<file path="config.mk">
export PLATFORM = sky130hd
export DESIGN_NAME = mby_gmm_msh_req_sched
export DESIGN_NICKNAME = d
export VERILOG_FILES = /design/src/rtl/mby_gmm_msh_pkg.sv /design/src/rtl/mby_gmm_rr_arb.sv /design/src/rtl/mby_gmm_msh_req_sched.sv
export SDC_FILE = /design/constraint.sdc
export NUM_CORES = 1
export LEC_CHECK = 0
export CAP_MARGIN = 20
export CORE_MARGIN = 4
export CORE_UTILIZATION = 45
export DETAILED_ROUTE_END_ITERATION = 8
export GPL_ROUTABILITY_DRIVEN = 0
export PLACE_DENSITY = 0.91
export RECOVER_POWER = 25
export SETUP_SLACK_MARGIN = 0.02
export SLEW_MARGIN = 20
export SYNTH_ARGS = -nofsm -noshare
export SYNTH_HDL_FRONTEND = slang
export SYNTH_SLANG_ARGS = --single-unit
</file>
<file path="constraint.sdc">
create_clock -name clk -period 8.3 [get_ports clk]
set_clock_uncertainty 0.1 [all_clocks]
set_input_delay 2.075 -clock clk [delete_from_list [all_inputs] [get_ports clk]]
set_output_delay 2.075 -clock clk [all_outputs]
set_load 0.005 [all_outputs]
</file>
<file path="src/rtl/mby_gmm_msh_pkg.sv">
// Shared types and default constants for the GMM mesh request scheduler.
package mby_gmm_msh_pkg;

   localparam int unsigned DEF_NUM_REQ  = 4;
   localparam int unsigned DEF_ADDR_W   = 20;
   localparam int unsigned DEF_CRED_MAX = 8;

   typedef enum logic [1:0] {
      ST_RUN     = 2'd0,
      ST_DRAIN   = 2'd1,
      ST_DRAINED = 2'd2
   } sched_state_e;

   typedef struct packed {
      logic                  wr;
      logic [DEF_ADDR_W-1:0] addr;
   } msh_req_t;

endpackage

</file>
<file path="src/rtl/mby_gmm_rr_arb.sv">
// Round-robin picker: first asserted request at or after the pointer, wrapping.
module mby_gmm_rr_arb
   import mby_gmm_msh_pkg::*;
#(
   parameter int unsigned NUM_REQ = DEF_NUM_REQ
) (
   input  logic [NUM_REQ-1:0]         i_req,
   input  logic [$clog2(NUM_REQ)-1:0] i_ptr,
   input  logic                       i_en,
   output logic [NUM_REQ-1:0]         o_gnt_c,
   output logic [$clog2(NUM_REQ)-1:0] o_idx_c
);

   localparam int unsigned IDX_W = $clog2(NUM_REQ);

   logic        w_found;
   int unsigned w_j;

   always_comb begin
      o_gnt_c = '0;
      o_idx_c = '0;
      w_found = 1'b0;
      w_j     = 0;
      for (int unsigned k = 0; k < NUM_REQ; k++) begin
         w_j = (32'(i_ptr) + k) % NUM_REQ;
         if (i_en && !w_found && i_req[IDX_W'(w_j)]) begin
            o_gnt_c[IDX_W'(w_j)] = 1'b1;
            o_idx_c              = IDX_W'(w_j);
            w_found              = 1'b1;
         end
      end
   end

endmodule

</file>
<file path="src/rtl/mby_gmm_msh_req_sched.sv">
// Credit-based round-robin scheduler of requester traffic onto the mesh,
// with a drain handshake that waits for all credits to return.
module mby_gmm_msh_req_sched
   import mby_gmm_msh_pkg::*;
#(
   parameter int unsigned NUM_REQ  = DEF_NUM_REQ,
   parameter int unsigned ADDR_W   = DEF_ADDR_W,
   parameter int unsigned CRED_MAX = DEF_CRED_MAX
) (
   input  logic                          clk,
   input  logic                          rst,
   input  logic [NUM_REQ-1:0]            req_valid,
   input  logic [NUM_REQ-1:0]            req_wr,
   input  logic [NUM_REQ*ADDR_W-1:0]     req_addr,
   output logic [NUM_REQ-1:0]            req_ready,
   output logic                          msh_valid,
   output logic                          msh_wr,
   output logic [ADDR_W-1:0]             msh_addr,
   output logic [$clog2(NUM_REQ)-1:0]    msh_src,
   input  logic                          msh_cred_ret,
   input  logic                          drain_req,
   output logic                          drain_done,
   output logic [$clog2(CRED_MAX+1)-1:0] cred_cnt,
   output logic                          cred_err
);

   localparam int unsigned SRC_W = $clog2(NUM_REQ);
   localparam int unsigned CNT_W = $clog2(CRED_MAX + 1);
   localparam logic [CNT_W-1:0] CRED_FULL = CNT_W'(CRED_MAX);

   sched_state_e      r_state, w_state_nxt;
   logic [SRC_W-1:0]  r_rr_ptr, w_ptr_nxt, w_idx;
   logic [NUM_REQ-1:0] w_gnt;
   logic              w_en, w_grant, w_ovf;
   logic [CNT_W-1:0]  r_cred_cnt, w_cred_nxt;
   logic              r_cred_err, r_drain_done;
   logic              r_msh_valid, r_msh_wr;
   logic [ADDR_W-1:0] r_msh_addr;
   logic [SRC_W-1:0]  r_msh_src;
   logic [ADDR_W-1:0] w_addr [NUM_REQ];

   for (genvar g = 0; g < NUM_REQ; g++) begin : g_unpack
      assign w_addr[g] = req_addr[g*ADDR_W +: ADDR_W];
   end

   // Granting is only allowed in RUN with a credit in hand; a credit returned
   // this cycle is not usable until the next one.
   assign w_en = (r_state == ST_RUN) && (r_cred_cnt != '0) && !rst;

   mby_gmm_rr_arb #(
      .NUM_REQ (NUM_REQ)
   ) u_arb (
      .i_req   (req_valid),
      .i_ptr   (r_rr_ptr),
      .i_en    (w_en),
      .o_gnt_c (w_gnt),
      .o_idx_c (w_idx)
   );

   assign w_grant   = |w_gnt;
   assign w_ptr_nxt = (w_idx == SRC_W'(NUM_REQ - 1)) ? '0 : w_idx + SRC_W'(1);

   // Next state and credit accounting.
   always_comb begin
      w_state_nxt = r_state;
      w_cred_nxt  = r_cred_cnt;
      w_ovf       = 1'b0;
      case (r_state)
         ST_RUN:     if (drain_req)                 w_state_nxt = ST_DRAIN;
         ST_DRAIN:   if (r_cred_cnt == CRED_FULL)   w_state_nxt = ST_DRAINED;
         ST_DRAINED: if (!drain_req)                w_state_nxt = ST_RUN;
         default:                                   w_state_nxt = ST_RUN;
      endcase
      if (w_grant && !msh_cred_ret) begin
         w_cred_nxt = r_cred_cnt - CNT_W'(1);
      end else if (!w_grant && msh_cred_ret) begin
         if (r_cred_cnt == CRED_FULL) w_ovf      = 1'b1;
         else                         w_cred_nxt = r_cred_cnt + CNT_W'(1);
      end
   end

   always_ff @(posedge clk or posedge rst) begin
      if (rst) begin
         r_state      <= ST_RUN;
         r_rr_ptr     <= '0;
         r_cred_cnt   <= CRED_FULL;
         r_cred_err   <= 1'b0;
         r_drain_done <= 1'b0;
         r_msh_valid  <= 1'b0;
         r_msh_wr     <= 1'b0;
         r_msh_addr   <= '0;
         r_msh_src    <= '0;
      end else begin
         r_state      <= w_state_nxt;
         r_cred_cnt   <= w_cred_nxt;
         r_drain_done <= (w_state_nxt == ST_DRAINED);
         r_msh_valid  <= w_grant;
         if (w_ovf) r_cred_err <= 1'b1;
         if (w_grant) begin
            r_rr_ptr   <= w_ptr_nxt;
            r_msh_wr   <= req_wr[w_idx];
            r_msh_addr <= w_addr[w_idx];
            r_msh_src  <= w_idx;
         end
      end
   end

   assign req_ready  = w_gnt;
   assign msh_valid  = r_msh_valid;
   assign msh_wr     = r_msh_wr;
   assign msh_addr   = r_msh_addr;
   assign msh_src    = r_msh_src;
   assign drain_done = r_drain_done;
   assign cred_cnt   = r_cred_cnt;
   assign cred_err   = r_cred_err;

endmodule
</file>
After elaboration in Yosys (flattened, before gate mapping). Index checks and enable logic that the tools add are counted.

Bits in registers: 34. Output and inout bits: 34. Logic and storage cells: 104.

Add/subtract/negate cells: 6. Order comparisons: 10. Equal/unequal tests: 6. Muxes and demuxes: 43. Bitwise operators: 4. Reductions and logical operators: 26.

Operator list (number): $bmux 20 s2 (1); $mux 20 (2); $mux 4 (7); $mux 2 (8); $logic_and 1x1->1 (15); $lt 2x3->1 const B (5); $mux 1 (15); $or 4x4->4 (3); $bmux 1 s2 (5); $demux 1 s2 (4); $ge 2x1->1 const B (4); $eq 2x2->1 const B (3); $logic_not 1->1 (6); $pmux 2 s3 (1); $add 2x1->2 const B (2); $add 2x2->2 const B (2); $add 4x1->4 const B (1); $eq 4x4->1 const B (1); $reduce_bool 4->1 (1); $reduce_or 4->1 (1); $sub 4x1->4 const B (1); $ge 3x3->1 const B (1); $not 2->3 (1); $eq 2x1->1 const B (1); 4 further kinds (4).

Longest topological paths before layout. Gate-level depths: netlist of run 1.

Word-level depth: 22. Depth in mapped cells: 19.

Cells and area by module. A second synthesis of run 1 with hierarchy kept.

Cells, all modules: 191. Area total of the unflattened synthesis: 2499.9 µm².

By module, submodules not included: mby_gmm_msh_req_sched (instances 1, cells each 128, area an instance 1968.1 µm², sequential area each 852.1 µm²); mby_gmm_rr_arb (instances 1, cells each 63, area an instance 531.8 µm², sequential area each 0.0 µm²).

Worst setup path after synthesis of run 1. Ideal clock, no wire load.

Kind: input -> output. Start point: input req_valid[3]. End point: output req_ready[0]. Arrival: 3.156 ns. Data required time: 6.125 ns. Setup slack: 2.969 ns. Cell stages on the path: 6. Cell sequence: mux4_2 buf_6 nand2_1 o21ai_1 a221oi_1 nor2_1.

Cells in the longest elaborated chain, start to end: 16.

Ends and longest elaborated chain: start, declared (line mby_gmm_msh_req_sched.sv:12) `input logic [NUM_REQ-1:0] req_valid,`; $bmux 1 s2 (line mby_gmm_rr_arb.sv:26) `if (i_en && !w_found && i_req[IDX_W'(w_j)]) begin`; $mux 1 (implied by the code) (line mby_gmm_rr_arb.sv:26); $logic_and 1x1->1 (line mby_gmm_rr_arb.sv:26); $mux 1 (line mby_gmm_rr_arb.sv:26); $logic_not 1->1 (line mby_gmm_rr_arb.sv:26); $logic_and 1x1->1 (2 in series) (line mby_gmm_rr_arb.sv:26); $mux 1 (line mby_gmm_rr_arb.sv:26); $logic_not 1->1 (line mby_gmm_rr_arb.sv:26); $logic_and 1x1->1 (2 in series) (line mby_gmm_rr_arb.sv:26); $mux 1 (line mby_gmm_rr_arb.sv:26); $logic_not 1->1 (line mby_gmm_rr_arb.sv:26); $logic_and 1x1->1 (2 in series) (line mby_gmm_rr_arb.sv:26); $mux 4 (*) (line mby_gmm_rr_arb.sv:26); end, declared (line mby_gmm_msh_req_sched.sv:15) `output logic [NUM_REQ-1:0] req_ready,`.

Mark *: on every way between the ends. The rest lies on a longest branch, timed or not. The select of a mux whose other input is x is not followed.

Worst setup path in the final report of run 1. Ends and elaborated chain as after synthesis.

==> results_dict.tcl, run 1 <==
set metrics [dict create \
    grt_max_degree 35 \
    min_path_type "register to register" \
    leakage_nw 2.082 \
    period_needed_ns 6.492 \
    tns_ns 0 \
    antenna_found_initial 0 \
    rows 27 \
    p_per_area_nw_per_um2 266.3 \
    nFillCells 431 \
    syn_inst 233 \
    period_share_pct 78.22 \
    drive_gt1_share_pct 12.04 \
    crit_chain "clkdlybuf4s50_1, mux4_2, nor3_2, a221oi_1, nor2_1, clkdlybuf4s50_1" \
    clockBufferDepth 2 \
    drt-total-wl_mm 7.289 \
    synth_seq_area_share_pct 31.81 \
    htree_levels 2 \
    ios 126 \
    ys.flop_type "dfrtp_1" \
    worstMarginPinSlew_ns 1.889 \
    route.detailed.drc 0 \
    drt_iter0_drc 76 \
    slew_viol_final 35 \
    yosysUniqueCellTypes 39 \
    crit_fanout 12 \
    synth-edff-count 0 \
    cts_setup_buffers 0 \
    hold_depth 1 \
    synth_warnings 0 \
    synth-seq-cells 34 \
    gr-usage-all-layers_pct 20.12 \
    worst_path_most_repeated_cell "clkdlybuf4s50_1" \
    relSlewSlack_pct -25.95 \
    syn-cell-area_um2 2679 \
    cts_resized 0 \
    reg2reg_depth 16 \
    ant_nets 0 \
    syn_avg_cell_area_um2 11.50 \
    required_ns 6.12 \
    drv_cap 1 \
    dr.pass1.iters 4 \
    grt_setup_unrepaired "false" \
    max-vdd-ir-drop_uv 137.3 \
    hp-start "cred_err" \
    grt_pass1_vias 2381 \
    wl_per_cell_um 16.99 \
    cp.arrival_ns 4.32 \
    cts_root_buf "clkbuf_8" \
    fp.dieW_um 85.16 \
    fmax_ghz 0.1540 \
    r2r_end "cred_cnt[3]" \
    start_util_pct 47.48 \
    crit_path_max_incr_delay_ns 0.64 \
    hold_path_end "cred_err" \
    failed_checks "capacitance limit, slew limit" \
    portBuffers 125 \
    viasPerCell 5.270 \
    syn_to_final_growth_pct 48.58 \
    clock_sink_count 34 \
    critPathLaunch "req_valid[3]" \
    antennaDiodeCount 0 \
    worstSetupPathType "input port to output pin" \
    via_count 2261 \
    cp_slowest_cell "mux4_2" \
    hpwl_mm 5.841 \
    ys_async_sr_fraction_pct 100.0 \
    clk_latency_ns 0.28 \
    dieArea_um2 7251 \
    finalHoldViolCount 0 \
    chipHeight_um 85.16 \
    hold_buffers 0 \
    grt_overflow 0 \
    cts_buffers 5 \
    clk_pin_slew_ns 0.07 \
    start_kind "input port" \
    power_mw 1.060 \
    end_kind "output pin" \
    fin_nets 459 \
    reg2reg_setup_slack_ns 3.44 \
    finalSetupViolCount 0 \
    cts_tree "built" \
    core_um2 5642 \
    status "complete, but fails checks" \
    synth_nets 336 \
    grt_first_pass_wirelength_mm 11.61 \
]
[synthesized netlist by cell type, types with 2 or more instances]
library cell | instances | area share, %
mux2i_1 | 67 | 25
nor3_1 | 2 | 0.37
a21o_1 | 3 | 0.84
mux2_4 | 16 | 9.0
nand2_1 | 12 | 1.7
nand4_1 | 2 | 0.47
mux2_2 | 8 | 3.4
nand3b_1 | 2 | 0.56
ha_1 | 10 | 4.7
o21ai_0 | 6 | 1.1
nor2_1 | 13 | 1.8
a221oi_1 | 4 | 1.3
buf_6 | 10 | 4.2
nand3_1 | 2 | 0.37
inv_1 | 11 | 1.5
mux4_2 | 2 | 1.7
buf_12 | 2 | 1.5
dfrtp_1 | 33 | 31
o21ai_1 | 3 | 0.56
a21oi_1 | 2 | 0.37
xnor2_1 | 5 | 1.6
[worst max-delay path: cells and delay by family]
| kind | cells | cell delay (ns) |
|---|---|---|
| buffers and inverters | 2 | 1.02 |
| and+or+nand+nor | 2 | 0.43 |
| AOI/OAI and AO/OA | 1 | 0.15 |
| muxes | 1 | 0.64 |
[worst max-delay path by stage]
stage	end	slack, ns
floorplan	req_ready[0]	2.97
global placement	req_ready[3]	1.91
detailed placement	req_ready[0]	1.83
CTS	req_ready[0]	1.83
global route	req_ready[3]	1.71
finish	req_ready[0]	1.81
[flip-flops by register name, summed over array words and instances (netlist names), named ones only]
name,flops
drain_done,1
r_state,2
msh_valid,1
cred_err,1
msh_src,2
cred_cnt,4
msh_addr,20
r_rr_ptr,1
msh_wr,1
[layout by cell type (no fill, tap or decap), drive strengths merged, types with 2 or more instances in the layout]
master	count
inv	11
nand4	2
clkbuf	8
xnor2	5
a221oi	4
ha	10
nand3	2
clkdlybuf4s50	123
nand3b	2
dlygate4sd3	2
a21oi	2
nor2	13
mux2i	68
mux4	2
buf	2
dfrtp	33
o21ai	9
mux2	24
nand2	13
a21o	3
nor3	3
[report_power, final]
group | switching, mW | total (mW) | internal (mW)
combinational | 0.243 | 0.612 | 0.369
sequential | 0.0730 | 0.320 | 0.247
clock | 0.0605 | 0.127 | 0.0670
[routing by layer]
metal | up-vias | share of wire [%] | wire, um | track usage, %
met3 | 15 | 5.7 | 415 | 5.825
met2 | 73 | 53 | 3873 | 36.02
li1 | 1088 | - | - | -
met4 | 0 | 2.6 | 192 | 6.619
met5 | - | 0 | 0 | 0
met1 | 1085 | 39 | 2808 | 22.82
[final cells by class]
class | instances | area [um^2] | share of cell area [%]
Clock buffer | 7 | 86.33 | 2.169
Clock inverter | 1 | 5.005 | 0.1257
Inverter | 11 | 41.29 | 1.037
Multi-Input combinational cell | 176 | 1635 | 41.09
Sequential cell | 34 | 852.1 | 21.41
Tap cell | 72 | 90.09 | 2.263
Timing Repair Buffer | 128 | 1270 | 31.91
[through the flow]
stage          instance area, um^2  util, %  hold slack [ns]  std cells  worst slack, ns
2_1_floorplan                 2679        -           0.3510        233            2.969
3_3_place_gp                  3892    69.00           0.3446        421            1.913
3_5_place_dp                  3892    69.00           0.3513        421            1.829
4_1_cts                       3984    70.61           0.3678        429            1.828
5_1_grt                       3980    70.55           0.3914        429            1.707
6_report                      3980    70.55           0.3638        429            1.808
[cells by family after synthesis]
logic type      after synthesis  share of synthesized area, %
compound gates               23                         6.305
xor+xnor                      6                         1.962
fa+ha+maj                    11                         5.418
buf+inv                      23                         7.240
flops                        34                         31.81
mux                          94                         39.56
simple gates                 42                         7.708
No activity file was read; power rests on OpenSTA's default activity.
==> run 2: changes to the inputs <==
Settings changed: CORE_UTILIZATION 45 to 38, PLACE_DENSITY 0.91 to 0.82.
Clock period 8.3 ns to 5.89 ns, I/O delays scaled along.
==> results_dict.tcl, run 2 (synthesized netlist as in run 1, its figures left out) <==
set metrics [dict create \
    chipHeight_um 91.96 \
    comb_power_share_pct 58.2 \
    antennaDiodeCount 0 \
    period_share_pct 89.85 \
    swShare_pct 35.52 \
    drt_iter0_drc 56 \
    clk_latency_ns 0.28 \
    hpwl_mm 5.583 \
    layout_commonest_cell "clkdlybuf4s50_1" \
    cts_buffers 5 \
    core_um2 6832 \
    antenna_found_initial 0 \
    gr-usage-all-layers_pct 16.20 \
    wl_per_cell_um 15.67 \
    dieArea_um2 8457 \
    clock_sink_count 34 \
    p_per_area_nw_per_um2 367.4 \
    leakage_nw 2.075 \
    largest_register_ff_count 20 \
    worst_path_most_repeated_cell "clkdlybuf4s50_1" \
    grt_overflow 0 \
    min_path_type "register to register" \
    portBuffers 125 \
    cp_slowest_cell "mux4_2" \
    grt_first_pass_wirelength_mm 10.89 \
    tns_ns 0 \
    status "complete, but fails checks" \
    fin_nets 460 \
    final_cell_mix "clkdlybuf4s50_1 (123), mux2i_1 (67), dfrtp_1 (33)" \
    route.detailed.drc 0 \
    max-vdd-ir-drop_uv 158.2 \
    rows 30 \
    fp.dieW_um 91.96 \
    syn_to_final_growth_pct 49.84 \
    finalSetupViolCount 0 \
    slew_viol_final 35 \
    failed_checks "capacitance limit, slew limit" \
    drv_cap 1 \
    clockBufferDepth 2 \
    cts_setup_buffers 0 \
    start_kind "input port" \
    hold_ws_ns 0.3635 \
    ant_nets 0 \
    grt_setup_unrepaired "false" \
    grt_pass1_vias 2242 \
    crit_path_max_incr_delay_ns 0.63 \
    worstMarginPinSlew_ns 1.874 \
    cts_root_buf "clkbuf_8" \
    worstSetupPathType "input port to output pin" \
    cts_resized 0 \
    cp.arrival_ns 3.72 \
    drt-total-wl_mm 7.114 \
    clk_pin_slew_ns 0.07 \
    period_needed_ns 5.292 \
    finalHoldViolCount 0 \
    htree_levels 2 \
    critPathBufInv 2 \
    end_kind "output pin" \
    relSlewSlack_pct -24.91 \
    p_sw_mw 0.5239 \
    ios 126 \
    cts_tree "built" \
    crit_fanout 12 \
    start_util_pct 39.21 \
    fmax_ghz 0.1890 \
    dr.pass1.iters 5 \
    fin_util_pct 58.75 \
    viasPerCell 5.022 \
    crit_chain "clkdlybuf4s50_1, mux4_2, nor3_2, a221oi_1, nor2_1, clkdlybuf4s50_1" \
    cpLargestDelayFamily "buffers and inverters" \
    p_int_mw 0.9510 \
    clock_power_share_pct 11.2 \
    grt_max_degree 45 \
    hold_buffers 0 \
    drive_gt1_share_pct 12.29 \
    required_ns 4.32 \
    via_count 2280 \
    seq_power_share_pct 30.5 \
]
## run 2: cell count changes in the layout (fill, tap and decap cells not counted)
cell | before | now
clkinvlp_4 | 0 | 2
clkbuf_8 | 6 | 5
buf_4 | 2 | 3
clkinv_2 | 1 | 0
## run 2: per-layer routing
| layer | up-vias | GRT usage (%) | wire [um] |
|---|---|---|---|
| met5 | - | 0 | 0 |
| met4 | 0 | 5.569 | 121 |
| met3 | 9 | 4.102 | 393 |
| met2 | 72 | 29.08 | 3772 |
| met1 | 1110 | 18.60 | 2827 |
| li1 | 1089 | - | - |
## run 2: area by class of cell
cell class	count	area (um^2)
Clock inverter	2	15.01
Tap cell	96	120.1
Inverter	11	41.29
Clock buffer	6	72.57
Sequential cell	34	852.1
Fill cell	622	2818
Timing Repair Buffer	129	1277
Multi-Input combinational cell	176	1635
## run 2: metrics by stage
step	worst slack (ns)	cell area, um^2	instances	power (mW)
3_3_place_gp	0.7059	3930	446	1.288
3_5_place_dp	0.6193	3930	446	1.319
6_report	0.5978	4014	454	1.475
2_1_floorplan	1.516	2679	233	0.9725
4_1_cts	0.6103	4018	454	1.497
5_1_grt	0.4917	4014	454	1.577
## run 2: path summary, 6_finish.rpt
kind | from | end | slack [ns] | cells past startpoint
setup / recovery | req_valid[0] | req_ready[0] | 0.60 | 6
hold / removal | cred_err | cred_err | 0.36 | 1
setup reg to reg | register | cred_cnt[3] | 1.64 | 16
hold reg to reg | cred_err | cred_err | 0.36 | 1
max in group asynchronous | rst | msh_addr[13] | 2.38 | 3
min in group asynchronous | rst | msh_valid | 2.22 | 3
## run 2: power by group through the flow
stage	combinational, mW	sequential, mW	clock (mW)
finish	0.859	0.451	0.166
global route	0.925	0.467	0.185
CTS	0.871	0.452	0.174
detailed placement	0.868	0.451	0
global placement	0.843	0.446	0
floorplan	0.536	0.436	0
